## src/rtl/div_seq.sv

```systemverilog
// div_seq: radix-2 restoring RV32M divide/remainder sequencer with pipeline stall and one-cycle done.
// Define DIV_EARLY_OUT_EN to skip the iterations for divide-by-zero and signed overflow.
module div_seq #(
    parameter int XLEN = 32
) (
    input  logic            clk,
    input  logic            rst,
    input  logic            start,
    input  logic [1:0]      op,
    input  logic [XLEN-1:0] a,
    input  logic [XLEN-1:0] b,
    input  logic            flush,
    output logic            busy,
    output logic            stall,
    output logic            done,
    output logic [XLEN-1:0] result
);
    localparam int CW = $clog2(XLEN);
    localparam logic [1:0] S_IDLE = 2'd0, S_CALC = 2'd1, S_DONE = 2'd2;
    localparam logic [XLEN-1:0] MIN = {1'b1, {(XLEN-1){1'b0}}};
`ifdef DIV_EARLY_OUT_EN
    localparam bit EARLY = 1'b1;
`else
    localparam bit EARLY = 1'b0;
`endif

    logic [1:0]      state;
    logic [CW-1:0]   cnt;
    logic            sel_rem, neg_q, neg_r;
    logic [XLEN-1:0] dvd, dvs, rem, res;
    logic            sgn, b_zero, ovf, ge;
    logic [XLEN-1:0] a_abs, b_abs, spec_res, rem_n, quo_n, q_fix, r_fix;
    logic [XLEN:0]   rem_sh;

    assign sgn      = ~op[0];
    assign b_zero   = b == '0;
    assign ovf      = sgn & (a == MIN) & (&b);
    assign a_abs    = (sgn & a[XLEN-1]) ? -a : a;
    assign b_abs    = (sgn & b[XLEN-1]) ? -b : b;
    assign spec_res = op[1] ? (b_zero ? a : '0) : (b_zero ? '1 : MIN);

    // A zero divisor naturally yields an all-ones quotient and |a| remainder; only the quotient negation must be suppressed.
    assign rem_sh = {rem, dvd[XLEN-1]};
    assign ge     = rem_sh >= {1'b0, dvs};
    assign rem_n  = ge ? rem_sh[XLEN-1:0] - dvs : rem_sh[XLEN-1:0];
    assign quo_n  = {dvd[XLEN-2:0], ge};
    assign q_fix  = neg_q ? -quo_n : quo_n;
    assign r_fix  = neg_r ? -rem_n : rem_n;

    assign busy   = state != S_IDLE;
    assign stall  = (state == S_IDLE & start & ~flush) | (state == S_CALC);
    assign done   = state == S_DONE;
    assign result = res;

    always_ff @(posedge clk) begin
        if (rst) begin
            state   <= S_IDLE;
            cnt     <= '0;
            sel_rem <= 1'b0;
            neg_q   <= 1'b0;
            neg_r   <= 1'b0;
            dvd     <= '0;
            dvs     <= '0;
            rem     <= '0;
            res     <= '0;
        end else if (flush) begin
            state <= S_IDLE;
        end else if (state == S_IDLE) begin
            if (start && EARLY && (b_zero || ovf)) begin
                state <= S_DONE;
                res   <= spec_res;
            end else if (start) begin
                state   <= S_CALC;
                cnt     <= CW'(XLEN - 1);
                sel_rem <= op[1];
                neg_q   <= sgn & (a[XLEN-1] ^ b[XLEN-1]) & ~b_zero;
                neg_r   <= sgn & a[XLEN-1];
                dvd     <= a_abs;
                dvs     <= b_abs;
                rem     <= '0;
            end
        end else if (state == S_CALC) begin
            rem <= rem_n;
            dvd <= quo_n;
            cnt <= cnt - 1'b1;
            if (cnt == '0) begin
                state <= S_DONE;
                res   <= sel_rem ? r_fix : q_fix;
            end
        end else begin
            state <= S_IDLE;
        end
    end
endmodule

```

## config.mk

```make
export PLATFORM = sky130hd
export DESIGN_NAME = div_seq
export DESIGN_NICKNAME = d
export VERILOG_FILES = /design/src/rtl/div_seq.sv
export SDC_FILE = /design/constraint.sdc
export NUM_CORES = 1
export LEC_CHECK = 0
export ABC_AREA = 1
export BUFFER_PORTS_ARGS = -buffer_cell sky130_fd_sc_hd__buf_2
export CORE_MARGIN = 2
export CORE_UTILIZATION = 30
export CTS_BUF_LIST = sky130_fd_sc_hd__clkbuf_4
export DETAILED_ROUTE_END_ITERATION = 8
export GPL_TIMING_DRIVEN = 0
export PLACE_DENSITY_LB_ADDON = 0.12
export SLEW_MARGIN = 15
export SYNTH_ARGS = -nofsm -noshare
export SYNTH_HDL_FRONTEND = slang
export SYNTH_SLANG_ARGS = --single-unit
```

## constraint.sdc

```tcl
create_clock -name clk -period 6.63 [get_ports clk]
set_clock_uncertainty 0.15 [all_clocks]
set_input_delay 0.3315 -clock clk [delete_from_list [all_inputs] [get_ports clk]]
set_output_delay 0.3315 -clock clk [all_outputs]
set_load 0.05 [all_outputs]
```

-- Yosys cells after proc, flatten, opt, wreduce, memory -nomap -nowiden
Cells that the tools add are included.
- bits in registers: 138
- bits of input ports: 70
- logic and storage cells: 61
- add/sub/neg operators: 6
- $lt $le $gt $ge: 1
- equal/unequal tests: 4
- multiplexer cells: 19
- bitwise gates (word level): 12
- reductions and logical operators: 10
- operators by type and width (operator ; count):
    $mux W32 ; 12
    $neg A32 Y32 ; 4
    $ge A33 B32 Y1 ; 1
    $logic_not A32 Y1 ; 1
    $sub A32 B32 Y32 ; 1
    $mux W5 ; 3
    $mux W2 ; 4
    $and A1 B1 Y1 ; 6
    $reduce_and A3 Y1 ; 2
    $logic_not A5 Y1 ; 1
    $sub A5 B1 Y5 const B ; 1
    $not A1 Y1 ; 4
    $reduce_and A4 Y1 ; 1
    $reduce_bool A2 Y1 ; 2
    $ne A3 B2 Y1 const B ; 1
    $eq A2 B1 Y1 const B ; 1
    $eq A2 B2 Y1 const B ; 1
    $logic_not A2 Y1 ; 1
    $ne A2 B2 Y1 const B ; 1
    $reduce_and A2 Y1 ; 1
    $reduce_or A2 Y1 ; 1
    $or A1 B1 Y1 ; 1
    $xor A1 B1 Y1 ; 1

-- Longest topological paths before layout
Gate-level depths: netlist of run 1.
- depth after elaboration: 5
- depth in mapped cells: 29
- gate-level depth less buffers: 28

-- Worst setup path after synthesis of run 1
OpenSTA, ideal clock, no wires.
- path type: register to register
- from: register dvs[20]
- to: register res[30] (netlist: result[30])
- library setup time: 0.070 ns
- arrival time: 3.544 ns
- path slack: 2.866 ns
- cell stages (with the launch flop): 30
- buffers on the path: 1
- cells stage by stage: dfxtp_1 inv_1 ha_1 nand2_1 inv_1 nand2_1 nand2_1 nand2_1 nand2_1 nand2_1 nand2_2 nor2_8 nand2_8 inv_2 buf_4 ha_1 nand3_1 nor3_1 nand3_1 nor3_2 nand2_1 nand2_1 nand2_1 nor2_1 o21ai_1 a21oi_1 nand2_1 a21oi_1 a21oi_1 a21oi_1
- word-level cells in the longest chain between the ends: 5
- elaborated cells between the ends (all ways): 8
- classes of those cells: add/sub: 3; order compare: 1; mux: 4
- ends and longest elaborated chain (element ; RTL line ; source):
    from (decl) ; 30 ; logic [XLEN-1:0] dvd, dvs, rem, res;
    from (signal assigned) ; 79 ; dvs <= b_abs;
    $sub A32 B32 Y32 / $ge A33 B32 Y1 (equally long branches) ; 45, 44 ;
    $mux W32 ; 45 ; assign rem_n = ge ? rem_sh[XLEN-1:0] - dvs : rem_sh[XLEN-1:0];
    $neg A32 Y32 ; 48 ; assign r_fix = neg_r ? -rem_n : rem_n;
    $mux W32 ; 48 ;
    $mux W32 (*) ; 88 ; res <= sel_rem ? r_fix : q_fix;
    to (signal assigned) ; 71 ; res <= spec_res;
    to (signal assigned) ; 88 ;
    to (decl) ; 30 ;
Every way passes the cells marked *; elsewhere a longest branch is shown, timed or not.
A chain may end at the register's enable or synchronous reset.

-- Final worst setup path of run 1
- from: register dvs[27]
- to: register res[30] (netlist: result[30])
Same word-level chain as after synthesis.

==> summary.md, run 1 <==
| Metric | Value |
|---|---|
| Worst Path Max Fanout | `10` |
| Synth top area cells | `dfxtp_1 (23%), nand2_1 (15%), inv_1 (8.1%)` |
| Post-CTS Hold Buffers | `46` |
| Final min period | `~5000 ps` |
| CTS tree | `built` |
| Setup CP Type | `register to register` |
| GRT Util Overall | `22.70%` |
| Yosys reg bits | `approximately 140` |
| Slew HR | `35.52%` |
| Critical path required time | `between 6000 and 7000 ps` |
| Drt wl/cell | `around 17 um` |
| DRT Pass-1 Iters | `5` |
| Synth Area in Simple Gates | `between 30 and 40%` |
| Cell area power density | `around 180 nW/um2` |
| Hold slack final | `around 28 ps` |
| Period utilization | `between 70% and 80%` |
| Synth Area in Compound Gates | `approximately 20%` |
| Setup_tns | `0 ps` |
| Ys async rst share | `0%` |
| R2r endpoint | `result[30]` |
| Most used cell, CP | `nand2_1` |
| Max-Cap Viols | `0` |
| Synthesized area | `approximately 12000 um2` |
| Clock Tree Buf Depth | `2` |
| Final Hold Vio Count | `0` |
| Max VDD drop | `between 0.09 and 0.1 mV` |
| GRT Residual Overflow | `0` |
| H-tree depth | `4` |
| Boundary pin count | `around 110` |
| Die Width | `202.0 um` |
| Leakage | `0.006677 uW` |
| Core box area | `38650 um2` |
| Top_reg_cell synth | `dfxtp_1` |
| Max-slew violations | `0` |
| Worst-Margin Slew | `about 960 ps` |
| Proportion of layout cells with a drive suffix above 1 | `around 12%` |
| Worst r2r src | `dvs[27]` |
| Most common cell after layout, fill and taps aside | `nand2_1` |
| Layout Utilization | `between 30% and 40%` |
| Clk_lat worst skew | `~600 ps` |
| RSZ-0062 raised after global routing | `false` |
| Synth Area in XOR/XNOR | `4.395%` |
| Hold path cells | `5` |
| Area after DPL | `12930 um2` |
| First-pass GRT wire length | `approximately 71000 um` |
| Mapped Cells | `just under 2000` |
| CTS root buf | `clkbuf_4` |
| Met2 GRT Util | `between 30% and 40%` |
| Worst-path clk slew | `around 140 ps` |
| Crit start category | `register` |
| Drc violations | `0` |
| Starting DRT DRC Count | `roughly 1000` |
| Syn nets | `2067` |
| Share of the synthesized area in the top cell type | `a little under a quarter` |
| Detailed Place HPWL | `between 30000 and 40000 um` |
| Number of global-route vias before repair | `~12000` |
| CTS Sinks | `138` |
| R2R setup slack | `roughly 1700 ps` |
| Post-route cell area | `approximately 14000 um2` |
| Fmax | `around 200 MHz` |
| Synth Area in Adders | `between 4 and 5%` |
| Number of flops mapped to enable cells by yosys | `0` |
| Detailed-route via count | `13090` |
| Commonest cells after routing, fill and taps aside | `nand2_1 (480), inv_1 (253), a21oi_1 (184)` |
| Sequential fraction of the synthesis area | `between 20% and 30%` |
| Final net count | `2236` |
| Largest family of logic cells by synthesized area | `simple AND/OR/NAND/NOR gates` |
| Avg Cell Area, Syn | `~6.0 um2` |
| Fill cells | `~4400` |
| Post-route ant nets | `0` |
| Die area | `between 40000 and 50000 um2` |
| Initial Util | `30.42%` |
| Initial antenna violation count | `1` |
| Hold crit path type | `primary input to register` |
| GR peak layer | `met2` |
| Mux contribution to synthesized area | `0%` |
| Row count | `72` |
| Slowest stage delay, CP | `400 ps` |
| Status | `completed` |
| Hold path endpoint | `dvd[11]` |
| Met1 Use GR | `between 30 and 40%` |
| Final setup fails | `0` |
| CTS Buf Count | `17` |
| Slowest CP cell | `ha_1` |
| Met3 Use GR | `under 10%` |
| Yosys warns | `0` |
| Distinct cells, synth | `55` |
| Min-delay src | `a[11]` |
| Post-Route WL | `between 40000 and 50000 um` |
| Worst Reg2Reg Path Length in Cells | `26` |
| Arrival @ worst endpoint | `around 5300 ps` |
| Pin count of the biggest net entering global routing | `17` |
| Post-CTS Setup Bufs | `0` |
| Resized Gates After CTS | `0` |
| Area growth, synth to finish | `17.06%` |
| Routability congestion estimate | `slightly below 0.9` |
| # port buffers | `104` |
| CP Capture Type | `register` |
| Via-per-instance ratio | `4.921` |
| Die height | `~200 um` |
| Area leader, netlist | `dfxtp_1` |
-- metal layers --
| layer | up-vias | share of wire [%] |
|---|---|---|
| li1 | 6688 | - |
| met1 | 6033 | 49 |
| met2 | 322 | 45 |
| met3 | 42 | 3.9 |
| met4 | 0 | 1.7 |
| met5 | - | 0 |
-- stage by stage --
step                      cells  setup slack (ps)  total power [uW]
after floorplan            1958              2866              1490
after global placement     2580              1818              1737
after detailed placement   2580              1817              1740
after CTS                  2658              1802              2502
after global routing       2659              1239              2651
final                      2659              1697              2493
-- sequential cells by signal, summed over array words and instances (netlist names) --
| signal | cells |
|---|---|
| dvs | 32 |
| result | 32 |
| rem | 32 |
| state | 2 |
| neg_r | 1 |
| dvd | 32 |
| sel_rem | 1 |
| neg_q | 1 |
| cnt | 5 |
-- critical path, delay by kind of cell (launching register included) --
family,cells,cell delay (ps)
AOI/OAI and AO/OA,4,900
and+or+nand+nor,15,2190
DFF,1,350
buffers and inverters,5,590
adders and majority gates,2,620
-- cell families after synthesis --
kind of cell	count (synthesis)
compound gates	435
fa+ha+maj	39
simple gates	936
xor+xnor	59
buf+inv	351
flops	138
-- worst max-delay path by stage --
stage / start / endpoint / slack, ps / cells after the start
after floorplan: dvs[20] / result[30] / 2870 / 29
after CTS: dvs[11] / result[28] / 1800 / 26
after detailed placement: rem[11] / result[28] / 1820 / 25
final: dvs[27] / result[30] / 1700 / 26
after global routing: dvs[20] / result[28] / 1240 / 26
after global placement: rem[11] / result[28] / 1820 / 25
-- Yosys cell counts (all sizes together), types with 9 or more instances --
| master | instances |
|---|---|
| nand2 | 520 |
| inv | 272 |
| nor2 | 195 |
| a21oi | 190 |
| o21ai | 189 |
| dfxtp | 138 |
| nand3 | 137 |
| clkbuf | 63 |
| xor2 | 46 |
| ha | 38 |
| nor3 | 28 |
| nand4 | 22 |
| a31oi | 17 |
| or2 | 13 |
| xnor2 | 13 |
| buf | 12 |
| o211ai | 12 |
| o21bai | 11 |
| nand3b | 9 |
| nor4 | 9 |
-- report_power, final --
part           internal (uW)  switching (uW)  total (uW)
combinational            268             583         852
sequential               870            34.3         904
clock                    376             361         737
-- layout make-up --
class	instances	area, um2	share of cell area, %
multi-input cells	1469	7606	55.26
well taps	518	648.1	4.709
clock inverters	15	246.5	1.791
repair buffers	150	980.9	7.127
clock buffers	17	127.6	0.9273
flip-flops and latches	138	2763	20.07
inverters	276	1036	7.527
diodes	1	2.502	0.01818
plain buffers	75	352.8	2.564
Power figures use the tool's default switching activity.
==> inputs of run 2 (changes only) <==
--- a/config.mk
+++ b/config.mk
@@ -5,7 +5,7 @@
 export SDC_FILE = /design/constraint.sdc
 export NUM_CORES = 1
 export LEC_CHECK = 0
-export ABC_AREA = 1
+export ABC_AREA = 0
 export BUFFER_PORTS_ARGS = -buffer_cell sky130_fd_sc_hd__buf_2
 export CORE_MARGIN = 2
 export CORE_UTILIZATION = 30
==> constraint.sdc (replaced) <==
create_clock -name clk -period 5 [get_ports clk]
set_clock_uncertainty 0.15 [all_clocks]
set_input_delay 0.25 -clock clk [delete_from_list [all_inputs] [get_ports clk]]
set_output_delay 0.25 -clock clk [all_outputs]
set_load 0.05 [all_outputs]
==> summary.md, run 2 <==
| Metric | Value |
|---|---|
| Status | `completed (unchanged)` |
| DRT Pass-1 Iters | `5 (unchanged)` |
| Syn nets | `1610 (was 2067)` |
| Hold crit path type | `primary input to register (unchanged)` |
| Drt wl/cell | `19.87 um (was 17.42 um)` |
| Core box area | `35740 um2 (was 38650 um2)` |
| Area leader, netlist | `dfxtp_1 (unchanged)` |
| Synth top area cells | `dfxtp_1 (25%), nor2_1 (8.5%), xnor2_1 (6.0%) (was dfxtp_1 (23%), nand2_1 (15%), inv_1 (8.1%))` |
| Share of the synthesized area in the top cell type | `25.23% (was 23.50%)` |
| Initial antenna violation count | `1 (unchanged)` |
| Row count | `69 (was 72)` |
| Area after DPL | `12060 um2 (was 12930 um2)` |
| Max-slew violations | `0 (unchanged)` |
| Final min period | `4983 ps (was 4933 ps)` |
| Clk_lat worst skew | `610 ps (was 600 ps)` |
| Max-Cap Viols | `0 (unchanged)` |
| Commonest cells after routing, fill and taps aside | `nor2_1 (241), a21oi_1 (125), dfxtp_1 (121) (was nand2_1 (480), inv_1 (253), a21oi_1 (184))` |
| Die Width | `195.0 um (was 202.0 um)` |
| Max VDD drop | `0.1452 mV (was 0.09279 mV)` |
| Setup CP Type | `register to register (unchanged)` |
| Drc violations | `0 (unchanged)` |
| Via-per-instance ratio | `5.468 (was 4.921)` |
| GRT Residual Overflow | `0 (unchanged)` |
| Crit start category | `register (unchanged)` |
| Cell area power density | `234.9 nW/um2 (was 181.2 nW/um2)` |
| Leakage | `0.005538 uW (was 0.006677 uW)` |
| Post-route cell area | `14390 um2 (was 13760 um2)` |
| Yosys reg bits | `138 (unchanged)` |
| Worst-Margin Slew | `1008 ps (was 963.7 ps)` |
| Routability congestion estimate | `0.8852 (was 0.8917)` |
| Post-Route WL | `44310 um (was 46330 um)` |
| Clock Tree Buf Depth | `2 (unchanged)` |
| CP Capture Type | `register (unchanged)` |
| Detailed Place HPWL | `33870 um (was 38500 um)` |
| Post-route ant nets | `0 (unchanged)` |
| H-tree depth | `4 (unchanged)` |
| Synthesized area | `10950 um2 (was 11760 um2)` |
| Fmax | `200.7 MHz (was 202.7 MHz)` |
| Pin count of the biggest net entering global routing | `29 (was 17)` |
| Final net count | `1865 (was 2236)` |
| RSZ-0062 raised after global routing | `true (was false)` |
| Arrival @ worst endpoint | `5360 ps (was 5270 ps)` |
| Most common cell in the netlist | `nor2_1 (was nand2_1)` |
| Final setup fails | `0 (unchanged)` |
| Yosys warns | `0 (unchanged)` |
| Area growth, synth to finish | `31.43% (was 17.06%)` |
| Proportion of layout cells with a drive suffix above 1 | `21.04% (was 12.24%)` |
| First-pass GRT wire length | `67440 um (was 71260 um)` |
| Worst Path Max Fanout | `7 (was 10)` |
| Number of global-route vias before repair | `11820 (was 12210)` |
| CTS tree | `built (unchanged)` |
| GRT Util Overall | `22.85% (was 22.70%)` |
| Most common cell after layout, fill and taps aside | `nor2_1 (was nand2_1)` |
| Avg Cell Area, Syn | `7.295 um2 (was 6.005 um2)` |
| Ys async rst share | `0% (unchanged)` |
| Detailed-route via count | `12190 (was 13090)` |
| Period utilization | `99.66% (was 74.41%)` |
| Slew HR | `31.90% (was 35.52%)` |
| CTS Sinks | `138 (unchanged)` |
| Starting DRT DRC Count | `948 (was 1002)` |
| Initial Util | `30.63% (was 30.42%)` |
| Sequential fraction of the synthesis area | `25.23% (was 23.50%)` |
| Distinct cells, synth | `90 (was 55)` |
| CTS Buf Count | `17 (unchanged)` |
| Worst-path clk slew | `160 ps (was 140 ps)` |
| # port buffers | `104 (unchanged)` |
| Boundary pin count | `105 (unchanged)` |
| Final Hold Vio Count | `0 (unchanged)` |
| Number of flops mapped to enable cells by yosys | `0 (unchanged)` |
| Critical path required time | `5380 ps (was 6970 ps)` |
| Setup_tns | `0 ps (unchanged)` |
| DP Cell Count | `2066 (was 2580)` |
| Die area | `38040 um2 (was 40790 um2)` |
| Post-synth top cells | `nor2_1 (248), dfxtp_1 (138), a21oi_1 (127) (was nand2_1 (480), inv_1 (253), a21oi_1 (184))` |
| Top_reg_cell synth | `dfxtp_1 (unchanged)` |
| Final std cells w/o fill | `2230 (was 2659)` |
| CTS root buf | `clkbuf_4 (unchanged)` |
| Die height | `195.0 um (was 202.0 um)` |
| Mapped Cells | `1501 (was 1958)` |
-- run 2: cell type report --
type                            count  area (um2)
Antenna cell                        1       2.502
Buffer                             90       504.2
Clock buffer                       17       127.6
Clock inverter                     14       183.9
Fill cell                        3791       21350
Inverter                           60       227.7
Multi-Input combinational cell   1208        8268
Sequential cell                   138        2786
Tap cell                          461       576.8
Timing Repair Buffer              241        1713
-- run 2: cell families after synthesis --
family          share of synthesized area (%)
fa+ha+maj                               4.525
mux                                     1.840
buf+inv                                 6.056
xor+xnor                                10.24
compound gates                          29.01
simple gates                            23.09
flops                                   25.23
-- run 2: worst max-delay path, cell delays in order (launching register included) --
cell and delay (ps):
dfxtp_4 390, ha_4 260, buf_6 110, nand4_1 200, nor4_4 450, a31oi_2 150, o31a_2 190, nand2_4 100
buf_12 110, clkbuf_16 140, buf_12 120, mux2i_4 270, ha_4 200, o2111ai_4 140, a2111oi_4 350, a41oi_2 220
nand2b_4 210, buf_6 140, o41ai_4 390, buf_4 180, o32ai_4 70, o21a_1 220, o21ai_1 130
-- run 2: worst paths after layout --
kind | end | start | cells past startpoint | slack, ps
hold / removal | dvd[1] | a[1] | 5 | 20
setup / recovery | result[26] | rem[15] | 22 | 20
hold reg to reg | dvs[17] | dvs[17] | 2 | 320
setup reg to reg | result[26] | rem[15] | 22 | 20
-- run 2: where the power goes --
part / internal, uW / total (uW) / switching [uW]
registers: 1150 / 1200 / 48.4
clock network: 357 / 882 / 525
logic: 528 / 1300 / 773
-- run 2: stage by stage --
step / hold WS (ps) / setup WS, ps / power, uW / utilization [%]
global placement: 291.3 / -1597 / 2203 / 33.70
global route: 53.06 / -111.3 / 3547 / 40.26
detailed placement: 297.2 / -1590 / 2209 / 33.74
finish: 16.09 / 17.16 / 3380 / 40.26
floorplan: 200.8 / 169.2 / 1901 / -
CTS: 4.227 / 26.54 / 3278 / 38.37
-- run 2: layer usage --
| layer | share of wire, % | global-route usage [%] |
|---|---|---|
| met3 | 5.2 | 2.729 |
| met2 | 44 | 36.23 |
| met4 | 3.2 | 7.747 |
| met5 | 0 | 0 |
| met1 | 48 | 32.05 |
-- run 2: timing repair --
item,4_1_cts,5_1_grt
resized for setup,90,87
buffers inserted,40,34
pin swaps,20,34
hold buffers,64,0
endpoints found under the setup margin,15,17
hold endpoints to repair,58,0
==> inputs of run 3 (changes only) <==
--- a/config.mk
+++ b/config.mk
@@ -7,6 +7,7 @@
 export LEC_CHECK = 0
 export ABC_AREA = 0
 export BUFFER_PORTS_ARGS = -buffer_cell sky130_fd_sc_hd__buf_2
+export CORE_ASPECT_RATIO = 0.7
 export CORE_MARGIN = 2
 export CORE_UTILIZATION = 30
 export CTS_BUF_LIST = sky130_fd_sc_hd__clkbuf_4
==> constraint.sdc (replaced) <==
create_clock -name clk -period 4.29 [get_ports clk]
set_clock_uncertainty 0.15 [all_clocks]
set_input_delay 0.2145 -clock clk [delete_from_list [all_inputs] [get_ports clk]]
set_output_delay 0.2145 -clock clk [all_outputs]
set_load 0.05 [all_outputs]
==> summary.md, run 3 (same netlist as run 2, synthesis figures left out) <==
| Metric | Value |
|---|---|
| Most common cell after layout, fill and taps aside | `nor2_1 (unchanged)` |
| Drt wl/cell | `20.48 um (was 19.87 um)` |
| Initial antenna violation count | `1 (unchanged)` |
| H-tree depth | `4 (unchanged)` |
| Routability congestion estimate | `0.8823 (was 0.8852)` |
| Critical path required time | `4670 ps (was 5380 ps)` |
| Worst Path Max Fanout | `6 (was 7)` |
| Die area | `38070 um2 (was 38040 um2)` |
| Hold slack final | `185.3 ps (was 16.09 ps)` |
| RSZ-0062 raised after global routing | `true (unchanged)` |
| GR peak layer | `met1 (was met2)` |
| Commonest cells after routing, fill and taps aside | `nor2_1 (238), a21oi_1 (121), nand2_1 (110) (was nor2_1 (241), a21oi_1 (125), dfxtp_1 (121))` |
| GRT Residual Overflow | `0 (unchanged)` |
| Final Hold Vio Count | `0 (unchanged)` |
| DRT Pass-1 Iters | `6 (was 5)` |
| Reg area | `2835 um2 (was 2786 um2)` |
| Failing checks | `setup timing` |
| Boundary pin count | `105 (unchanged)` |
| Fmax | `209.3 MHz (was 200.7 MHz)` |
| Area after DPL | `12400 um2 (was 12060 um2)` |
| Max-slew violations | `0 (unchanged)` |
| Drc violations | `0 (unchanged)` |
| Starting DRT DRC Count | `1046 (was 948)` |
| CP Capture Type | `register (unchanged)` |
| Core box area | `35920 um2 (was 35740 um2)` |
| Hold crit path type | `primary input to register (unchanged)` |
| Worst-Margin Slew | `1080 ps (was 1008 ps)` |
| Die height | `163.8 um (was 195.0 um)` |
| Period utilization | `111.4% (was 99.66%)` |
| Pin count of the biggest net entering global routing | `17 (was 29)` |
| Met3 Use GR | `4.566% (was 2.729%)` |
| Number of global-route vias before repair | `11800 (was 11820)` |
| Die Width | `232.3 um (was 195.0 um)` |
| Max VDD drop | `0.2102 mV (was 0.1452 mV)` |
| CTS tree | `built (unchanged)` |
| Setup CP Type | `register to register (unchanged)` |
| Detailed-route via count | `12660 (was 12190)` |
| First-pass GRT wire length | `70530 um (was 67440 um)` |
| Worst-path clk slew | `160 ps (about the same)` |
| Area growth, synth to finish | `40.92% (was 31.43%)` |
| CTS Buf Count | `17 (unchanged)` |
| Final setup fails | `10 (was 0)` |
| Initial Util | `30.48% (was 30.63%)` |
| Post-route ant nets | `0 (unchanged)` |
| Fill cells | `3628 (was 3791)` |
| GRT Util Overall | `24.55% (was 22.85%)` |
| Proportion of layout cells with a drive suffix above 1 | `26.32% (was 21.04%)` |
| Multi-input gate area | `8698 um2 (was 8268 um2)` |
| Met1 Use GR | `38.09% (was 32.05%)` |
| Detailed Place HPWL | `35520 um (was 33870 um)` |
| Via-per-instance ratio | `5.500 (was 5.468)` |
| Cell area power density | `269.4 nW/um2 (was 234.9 nW/um2)` |
| Clock Tree Buf Depth | `2 (unchanged)` |
| CTS Sinks | `138 (unchanged)` |
| Leakage | `0.005920 uW (was 0.005538 uW)` |
| # port buffers | `104 (unchanged)` |
| Max-Cap Viols | `0 (unchanged)` |
| Clk_lat worst skew | `660 ps (was 610 ps)` |
| Final Worst Setup Slack | `-487.7 ps (was 17.16 ps)` |
| Row count | `58 (was 69)` |
| Met2 GRT Util | `34.60% (was 36.23%)` |
| Slew HR | `27.58% (was 31.90%)` |
| Arrival @ worst endpoint | `5160 ps (was 5360 ps)` |
| Crit start category | `register (unchanged)` |
| Final min period | `4778 ps (was 4983 ps)` |
| Post-route cell area | `15430 um2 (was 14390 um2)` |
| CTS root buf | `clkbuf_4 (unchanged)` |
| Status | `finished with violations (was completed)` |
| Final net count | `1916 (was 1865)` |
| Post-Route WL | `47130 um (was 44310 um)` |
run 3: changes by cell type in the layout (fill, tap and decap cells not counted), moves of 6 or more:
cell / change
dfxtp_4: +6
nand2_1: -7
inv_1: -9
ha_1: -6
dlygate4sd3_1: +27
ha_4: +10
buf_4: +16
inv_2: +8
dfxtp_1: -27
dfxtp_2: +21
run 3: path summary, 6_finish.rpt:
check / end / start / depth (start not counted) / slack (ps)
max: result[20] / dvs[23] / 22 / -490
min reg2reg: dvs[17] / dvs[17] / 2 / 320
min: dvd[5] / a[31] / 7 / 190
max reg2reg: result[20] / dvs[23] / 22 / -490
run 3: final cells by class:
class	count	share of cell area (%)
sequential	138	18.37
buffer	89	3.503
tap	480	3.892
clock buffer	17	0.8271
inverter	60	1.524
timing repair buffer	293	14.26
antenna	1	0.01622
multi-input combinational	1208	56.37
clock inverter	15	1.224
run 3: what timing repair did:
action / in CTS / in global routing
hold endpoints to repair: 71 / 0
pin swaps: 53 / 51
buffers inserted: 69 / 39
endpoints found under the setup margin: 29 / 21
hold buffers: 91 / 0
resized for setup: 140 / 99
run 3: through the flow:
| stage | setup slack, ps | std cells | TNS, ps | power (uW) | utilization (%) |
|---|---|---|---|---|---|
| finish | -487.7 | 2301 | -3236 | 4157 | 42.95 |
| global route | -584.6 | 2301 | -4455 | 4365 | 42.95 |
| CTS | -483.4 | 2274 | -3756 | 4005 | 41.23 |
| detailed placement | -1917 | 2085 | -24290 | 2634 | 34.52 |
| global placement | -1967 | 2085 | -24560 | 2627 | 34.49 |
| floorplan | -183.9 | 1501 | -391.3 | 2259 | - |
run 3: where the power goes:
group / internal [uW] / leakage, uW / switching [uW]
clock network: 416 / 0.000160 / 629
logic: 729 / 0.00462 / 987
registers: 1340 / 0.00115 / 60.1
total: 2480 / 0.00592 / 1680
run 3: metal layers:
layer / wire, um / vias up
li1: - / 6067
met1: 24440 / 6155
met2: 18920 / 395
met3: 3151 / 39
met4: 610 / 0
met5: 0 / -
run 3: worst max-delay path, cell delays in order (launching register included):
cell and delay [ps]:
dfxtp_2 360, inv_2 40, ha_4 290, nand4_1 260, nor4_4 470, a31oi_2 150
o31a_2 190, nand2_4 100, buf_12 100, clkbuf_16 140, buf_12 130, mux2i_4 270
ha_4 210, o2111ai_4 150, a2111oi_4 270, a41oi_2 220, nand2b_4 210, buf_6 150
o41ai_4 240, buf_4 180, xnor2_2 70, a211oi_2 230, nor3_1 60
